`config.mk`:
```
export PLATFORM = sky130hd
export DESIGN_NAME = serial_subtractor
export DESIGN_NICKNAME = d
export VERILOG_FILES = /design/src/rtl/serial_subtractor.sv
export SDC_FILE = /design/constraint.sdc
export NUM_CORES = 1
export LEC_CHECK = 0
export ABC_CLOCK_PERIOD_IN_PS = 4000
export CORE_ASPECT_RATIO = 1.25
export CORE_UTILIZATION = 55
export CTS_BUF_LIST = sky130_fd_sc_hd__clkbuf_4 sky130_fd_sc_hd__clkbuf_8
export CTS_CLUSTER_SIZE = 12
export DETAILED_ROUTE_END_ITERATION = 7
export PLACE_DENSITY = 0.91
export SYNTH_ARGS = -nofsm -noshare
export SYNTH_HDL_FRONTEND = slang
export SYNTH_SLANG_ARGS = --single-unit
```
`constraint.sdc`:
```
create_clock -name clk -period 4 [get_ports clk]
set_input_delay 0.4 -clock clk [delete_from_list [all_inputs] [get_ports clk]]
set_output_delay 0.4 -clock clk [all_outputs]
set_load 0.03 [all_outputs]
```
`src/rtl/serial_subtractor.sv`:
```
// Bit-serial subtractor: computes a - b one bit per clock, LSB first, reusing a single
// full-subtractor slice (two chained half-subtractors) around one borrow flip-flop.
module serial_subtractor #(
   parameter int unsigned WIDTH = 8
) (
   input  logic             clk,
   input  logic             reset,
   input  logic             start,
   input  logic [WIDTH-1:0] a,
   input  logic [WIDTH-1:0] b,
   output logic             busy,
   output logic             done,
   output logic [WIDTH-1:0] diff,
   output logic             borrow_out,
   output logic             overflow
);

   localparam int unsigned CntW = $clog2(WIDTH) + 1;
   localparam logic [CntW-1:0] LastCnt = CntW'(WIDTH - 1);

   typedef enum logic [1:0] {StIdle, StShift, StDone} state_e;

   state_e           state_q, state_d;
   logic [WIDTH-1:0] sa_q, sa_d;
   logic [WIDTH-1:0] sb_q, sb_d;
   logic [WIDTH-1:0] sd_q, sd_d;
   logic             bf_q, bf_d;
   logic [CntW-1:0]  cnt_q, cnt_d;
   logic             a_msb_q, a_msb_d;
   logic             b_msb_q, b_msb_d;
   logic             busy_q, busy_d;
   logic             done_q, done_d;
   logic [WIDTH-1:0] diff_q, diff_d;
   logic             borrow_q, borrow_d;
   logic             ovf_q, ovf_d;

   // Full-subtractor slice built from two half-subtractors.
   logic x, y, d1, b1, dbit, b2, bnext;
   assign x     = sa_q[0];
   assign y     = sb_q[0];
   assign d1    = x ^ y;
   assign b1    = ~x & y;
   assign dbit  = d1 ^ bf_q;
   assign b2    = ~d1 & bf_q;
   assign bnext = b1 | b2;

   always_comb begin
      state_d  = state_q;
      sa_d     = sa_q;
      sb_d     = sb_q;
      sd_d     = sd_q;
      bf_d     = bf_q;
      cnt_d    = cnt_q;
      a_msb_d  = a_msb_q;
      b_msb_d  = b_msb_q;
      busy_d   = busy_q;
      done_d   = done_q;
      diff_d   = diff_q;
      borrow_d = borrow_q;
      ovf_d    = ovf_q;
      unique case (state_q)
         StIdle: begin
            if (start) begin
               sa_d    = a;
               sb_d    = b;
               bf_d    = 1'b0;
               cnt_d   = '0;
               a_msb_d = a[WIDTH-1];
               b_msb_d = b[WIDTH-1];
               busy_d  = 1'b1;
               state_d = StShift;
            end
         end
         StShift: begin
            sd_d  = {dbit, sd_q[WIDTH-1:1]};
            sa_d  = sa_q >> 1;
            sb_d  = sb_q >> 1;
            bf_d  = bnext;
            cnt_d = cnt_q + 1'b1;
            if (cnt_q == LastCnt) begin
               // Publish including the bit produced on this very edge.
               diff_d   = {dbit, sd_q[WIDTH-1:1]};
               borrow_d = bnext;
               ovf_d    = (a_msb_q != b_msb_q) && (dbit != a_msb_q);
               busy_d   = 1'b0;
               done_d   = 1'b1;
               state_d  = StDone;
            end
         end
         StDone: begin
            done_d  = 1'b0;
            state_d = StIdle;
         end
         default: begin
            busy_d  = 1'b0;
            done_d  = 1'b0;
            state_d = StIdle;
         end
      endcase
   end

   always_ff @(posedge clk or posedge reset) begin
      if (reset) begin
         state_q  <= StIdle;
         sa_q     <= '0;
         sb_q     <= '0;
         sd_q     <= '0;
         bf_q     <= 1'b0;
         cnt_q    <= '0;
         a_msb_q  <= 1'b0;
         b_msb_q  <= 1'b0;
         busy_q   <= 1'b0;
         done_q   <= 1'b0;
         diff_q   <= '0;
         borrow_q <= 1'b0;
         ovf_q    <= 1'b0;
      end else begin
         state_q  <= state_d;
         sa_q     <= sa_d;
         sb_q     <= sb_d;
         sd_q     <= sd_d;
         bf_q     <= bf_d;
         cnt_q    <= cnt_d;
         a_msb_q  <= a_msb_d;
         b_msb_q  <= b_msb_d;
         busy_q   <= busy_d;
         done_q   <= done_d;
         diff_q   <= diff_d;
         borrow_q <= borrow_d;
         ovf_q    <= ovf_d;
      end
   end

   assign busy       = busy_q;
   assign done       = done_q;
   assign diff       = diff_q;
   assign borrow_out = borrow_q;
   assign overflow   = ovf_q;

endmodule

```
==> results.ini, run 1 <==
[outcome]
outcome=finished, final reports clean

[clock_network]
cts-resized-gates=0
clk_pin_slew_ns=0.08
clockBufferDepth=2
cts_root_buf=clkbuf_8
cts_setup_buffers=0
cts_tree=yes
h-tree-depth=2
cts_buffers=5
cts_hold_buf=0
insertion_delay_ns=0.30
clock_sinks=44

[placement]
globalplace.congestion=0.762
portBuffers=30
hpwl_mm=2.63

[detailed_routing]
wl_met1_mm=1.58
wl_met2_mm=2.00
wire_per_inst_um=18.3
wirelength_mm=3.96
routed.top_layer=met4
vias=1270
firstDrtPassIters=4
ant_nets=0
drc=0
via_per_inst=5.88
drt_iter0_markers=32
wl_met3_um=303

[timing]
fmax_ghz=0.436
relSlewSlack=0.303
fin_tns_setup_ns=0
clock_skew_ns=0.0112
worst_hold_slack_ns=0.488
finalCriticalPeriod_ns=2.29
finalCritPeriodShare=0.573
drv_slew=0
finalSetupViolations=0
tightestPinTransition_ns=1.05
rsz0062_at_grt=false
hold_viol=0

[global_routing]
grtUsageTotal=0.254
grt_pass1_vias=1323
grt_overflow=0
grt_pass1_wl_mm=6.33
grt_max_degree=29
grt_antenna_before_repair=0

[die]
die_area_um2=3650
die_w_um=54.2
coreArea_um2=3220
pin_count=31
die_y_um=67.3
rows=23
start_util=0.582

[synthesis]
seq_area_frac_synth=0.587
synth.ff_latch_count=44
synth_top_family_by_area=compound AO/OA/AOI/OAI gates
syn-num-nets=172
synthCells=151
yosys_warnings=0
synthArstFlopShare=1.00
synth_cell_types=31
synth_flop_cell=dfrtp_1
synth.area.mux_share=0.127
avgSynthCellArea_um2=12.4
synth_edf_count=0
synthAdderAreaFrac=0.0173
synth-xor-area-share=0
synthSimpleGateAreaFrac=0.0761
syn_area_um2=1880
synth_compound_area_frac=0.150

[final_layout]
final_cell_mix=44 x dfrtp_1, 30 x clkdlybuf4s50_1, 17 x nand2_1, 15 x o21ai_0, 12 x a22oi_1
drive_gt1_frac=0.151
fillers=236
utilization=0.706
antenna_cells=0
fin_nets=201
layout_commonest_cell=dfrtp_1
areaGrowthSynthToFinish_pct=21.3

[setup_path]
reg2reg_to=a_msb_q$_DFFE_PP0P_
path_class=reg -> reg
cp.required_ns=4.18
r2r-start=state_q[0]$_DFFE_PP0P_
critPathLaunch=state_q[0]$_DFFE_PP0P_
worstPathArrival_ns=2.47
rr_worst_depth=3
cp-end-kind=register
worst-r2r-setup-slack_ns=1.71
path_max_fanout=24
worstSetupStartpointType=register

[hold_path]
hold_depth=2
hp-class=reg -> reg
hold_end=sb_q[3]$_DFFE_PP0P_
min_from=sb_q[3]$_DFFE_PP0P_

[power_and_ir_drop]
power_density_nw_per_um2=794
peakVddDrop_mv=0.623
leakage_nw=1.00

[run]
cap_violations=0

==> cell usage after synthesis (3+ instances only) <==
library cell  instances  area share
dfrtp_1              44        0.59
mux2_4                7       0.056
a22oi_1              12       0.048
o22ai_1               3       0.010
inv_1                 5       0.010
a21oi_1               5       0.013
nand2_1              17       0.034
buf_2                 6       0.016
a22o_1                4       0.019
mux2_2                9       0.054
o21ai_0              15       0.040
==> flip-flops by register name, indices dropped and copies added (netlist names) <==
register / flops
diff: 8
sa_q: 8
sb_q: 8
sd_q: 7
cnt_q: 4
state_q: 2
a_msb_q: 1
b_msb_q: 1
bf_q: 1
borrow_out: 1
busy: 1
done: 1
overflow: 1
==> layout make-up <==
class | count | area, um2 | area share
Timing Repair Buffer | 32 | 315 | 0.139
Tap cell | 37 | 46.3 | 0.0203
Inverter | 5 | 18.8 | 0.00825
Multi-Input combinational cell | 92 | 696 | 0.306
Clock buffer | 5 | 68.8 | 0.0302
Sequential cell | 44 | 1100 | 0.484
Clock inverter | 1 | 30.0 | 0.0132
==> how the worst max path moves through the flow <==
stage / end / slack [ns] / cells past startpoint
2_1_floorplan: diff[0]$_DFFE_PP0P_ / 2.49 / 5
3_3_place_gp: a_msb_q$_DFFE_PP0P_ / 1.67 / 4
3_5_place_dp: a_msb_q$_DFFE_PP0P_ / 1.56 / 4
4_1_cts: a_msb_q$_DFFE_PP0P_ / 1.74 / 3
5_1_grt: a_msb_q$_DFFE_PP0P_ / 1.62 / 3
6_report: a_msb_q$_DFFE_PP0P_ / 1.71 / 3
==> report_power, final <==
group	switching [mW]	total, mW	internal (mW)
clock network	0.142	0.322	0.179
registers	0.153	0.783	0.630
logic	0.345	0.703	0.357
total	0.641	1.81	1.17
==> metal layers <==
| metal | vias to the layer above | GRT usage |
|---|---|---|
| met5 | - | 0 |
| met4 | 0 | 0.0994 |
| met3 | 8 | 0.0721 |
| met2 | 48 | 0.445 |
| met1 | 626 | 0.281 |
| li1 | 588 | - |
==> critical path: stages, from the launching register on <==
cell,delay [ns]
dfrtp_1,0.65
nor2b_1,0.82
and2_1,0.34
mux2_1,0.37
==> metrics by stage <==
step	cells	setup WS [ns]	cell area, um2	total power [mW]
3_3_place_gp	210	1.67	2180	1.44
3_5_place_dp	210	1.56	2180	1.49
2_1_floorplan	151	2.49	1880	1.24
6_report	216	1.71	2280	1.81
4_1_cts	216	1.74	2280	1.81
5_1_grt	216	1.62	2280	1.90
==> cells by family after synthesis <==
kind of cell	count (synthesis)
buffers and inverters	15
muxes	19
adders and majority gates	2
DFF	44
AOI/OAI and AO/OA	44
and+or+nand+nor	27
(Power assumes the default switching activity.)
==> run 2: changes to the inputs <==
Settings changed: ABC_CLOCK_PERIOD_IN_PS 4000 to 2300, CORE_UTILIZATION 55 to 54, PLACE_DENSITY 0.91 to 0.9.
Clock period 4 ns to 2.3 ns, I/O delays scaled along.
==> results.ini, run 2 (synthesis gave the netlist of run 1 again) <==
[final_layout]
final_cell_mix=44 x dfrtp_1, 30 x clkdlybuf4s50_1, 17 x nand2_1, 15 x o21ai_0, 12 x a22oi_1  ; unchanged
layout_commonest_cell=dfrtp_1  ; unchanged
areaGrowthSynthToFinish_pct=24.4  ; was 21.3%
regArea_um2=1100  ; unchanged
fin_nets=205  ; was 201
multi_input_area_um2=696  ; unchanged
fillers=234  ; was 236
drive_gt1_frac=0.178  ; was 0.151
antenna_cells=0  ; unchanged
final_area_um2=2330  ; was 2280 um2

[setup_path]
max_stage_delay_ns=0.41  ; was 0.82 ns
rr_worst_depth=4  ; was 3
slowest_stage=dfrtp_1  ; was nor2b_1
cp.required_ns=2.48  ; was 4.18 ns
path_max_fanout=12  ; was 24
cp_num_buf_inv=0  ; unchanged
crit_chain=ha_1 > and3b_4 > and2_4 > mux2_2  ; was nor2b_1 > and2_1 > mux2_1
worstSetupStartpointType=register  ; unchanged
worst-r2r-setup-slack_ns=0.68  ; was 1.71 ns
cp-end-kind=register  ; unchanged
path_class=reg -> reg  ; unchanged
critPathTopFamily=simple AND/OR/NAND/NOR gates  ; unchanged
worstPathArrival_ns=1.80  ; was 2.47 ns
r2r-start=cnt_q[0]$_DFFE_PP0P_  ; was state_q[0]$_DFFE_PP0P_
reg2reg_to=diff[6]$_DFFE_PP0P_  ; was a_msb_q$_DFFE_PP0P_

[die]
die_w_um=54.7  ; was 54.2 um
start_util=0.577  ; was 0.582
die_area_um2=3710  ; was 3650 um2
rows=23  ; unchanged
pin_count=31  ; unchanged
coreArea_um2=3250  ; was 3220 um2
die_y_um=67.9  ; was 67.3 um

[timing]
drv_slew=0  ; unchanged
rsz0062_at_grt=false  ; unchanged
tightestPinTransition_ns=0.538  ; was 1.05 ns
clock_skew_ns=0.00810  ; was 0.0112 ns
layout_setup_ws_ns=0.682  ; was 1.71 ns
finalCritPeriodShare=0.703  ; was 0.573
worst_hold_slack_ns=0.380  ; was 0.488 ns
finalSetupViolations=0  ; unchanged
fin_tns_setup_ns=0  ; unchanged
relSlewSlack=0.641  ; was 0.303
fmax_ghz=0.618  ; was 0.436 GHz
hold_viol=0  ; unchanged
finalCriticalPeriod_ns=1.62  ; was 2.29 ns

[global_routing]
gr-max-usage-layer=met2  ; unchanged
grt_overflow=0  ; unchanged
use_met1=0.279  ; was 0.281
met3_usage=0.0756  ; was 0.0721
met2_usage=0.426  ; was 0.445
grt_pass1_vias=1358  ; was 1,323
grt_max_degree=45  ; was 29
grt_antenna_before_repair=0  ; unchanged
grt_pass1_wl_mm=6.17  ; was 6.33 mm
grtUsageTotal=0.246  ; was 0.254

[placement]
portBuffers=30  ; unchanged
place_area_um2=2210  ; was 2180 um2
hpwl_mm=2.61  ; was 2.63 mm
dpl_worst_slack_ns=0.660  ; was 1.56 ns
globalplace.congestion=0.709  ; was 0.762

[power_and_ir_drop]
leakage_nw=1.04  ; was 1.00 nW
power_density_nw_per_um2=1380  ; was 794 nW/um2
peakVddDrop_mv=0.994  ; was 0.623 mV

[detailed_routing]
ant_nets=0  ; unchanged
firstDrtPassIters=4  ; unchanged
wirelength_mm=3.85  ; was 3.96 mm
drc=0  ; unchanged
wire_per_inst_um=17.3  ; was 18.3 um
via_per_inst=5.74  ; was 5.88
drt_iter0_markers=43  ; was 32
vias=1274  ; was 1,270

[clock_network]
clk_pin_slew_ns=0.08  ; about the same
cts_hold_buf=0  ; unchanged
cts_tree=yes  ; unchanged
clockBufferDepth=2  ; unchanged
cts_root_buf=clkbuf_8  ; unchanged
insertion_delay_ns=0.30  ; about the same
cts-resized-gates=0  ; unchanged
cts_setup_buffers=0  ; unchanged
cts_buffers=5  ; unchanged
clock_sinks=44  ; unchanged
h-tree-depth=2  ; unchanged

[hold_path]
hp-class=in -> async  ; was reg -> reg

[outcome]
outcome=finished, final reports clean  ; unchanged

[run]
cap_violations=0  ; unchanged

-- run 2: cell count changes in the layout (fill, tap and decap cells not counted), sizes merged --
cell | before | now
buf | 2 | 6
clkbuf | 5 | 7
-- run 2: routing by layer --
metal | share of wire | wire length [um] | vias to the layer above
met1 | 0.42 | 1610 | 638
met4 | 0.014 | 53 | 0
li1 | - | - | 595
met2 | 0.50 | 1940 | 36
met5 | 0 | 0 | -
met3 | 0.063 | 244 | 5
-- run 2: cell type report --
cell class,instances,area share
sequential,44,0.472
multi-input combinational,92,0.298
timing repair buffer,36,0.148
clock buffer,7,0.0413
tap,37,0.0198
clock inverter,1,0.0129
inverter,5,0.00804
-- run 2: through the flow --
stage | power (mW) | utilization | instances
finish | 3.23 | 0.718 | 222
global route | 3.41 | 0.718 | 222
CTS | 3.25 | 0.718 | 222
detailed placement | 2.60 | 0.679 | 214
global placement | 2.52 | 0.679 | 214
floorplan | 2.16 | - | 151
-- run 2: how the worst max path moves through the flow --
stage                              start                  end  slack (ns)  cells after the start
floorplan           cnt_q[0]$_DFFE_PP0P_  diff[0]$_DFFE_PP0P_        0.79                      5
global route        cnt_q[0]$_DFFE_PP0P_  diff[6]$_DFFE_PP0P_        0.62                      4
finish              cnt_q[0]$_DFFE_PP0P_  diff[6]$_DFFE_PP0P_        0.68                      4
CTS                     done$_DFFE_PP0P_                 done        0.68                      1
global placement                   start  a_msb_q$_DFFE_PP0P_        0.69                      4
detailed placement                 start  a_msb_q$_DFFE_PP0P_        0.66                      4
-- run 2: worst register-to-register path, cell delays in order, from the launching register on --
cell and delay, ns:
dfrtp_1 0.41, ha_1 0.22, and3b_4 0.24, and2_4 0.27, mux2_2 0.37
-- run 2: report_power, final --
part / total, mW / switching [mW] / internal, mW
logic: 1.26 / 0.619 / 0.645
registers: 1.33 / 0.235 / 1.10
clock network: 0.635 / 0.252 / 0.383
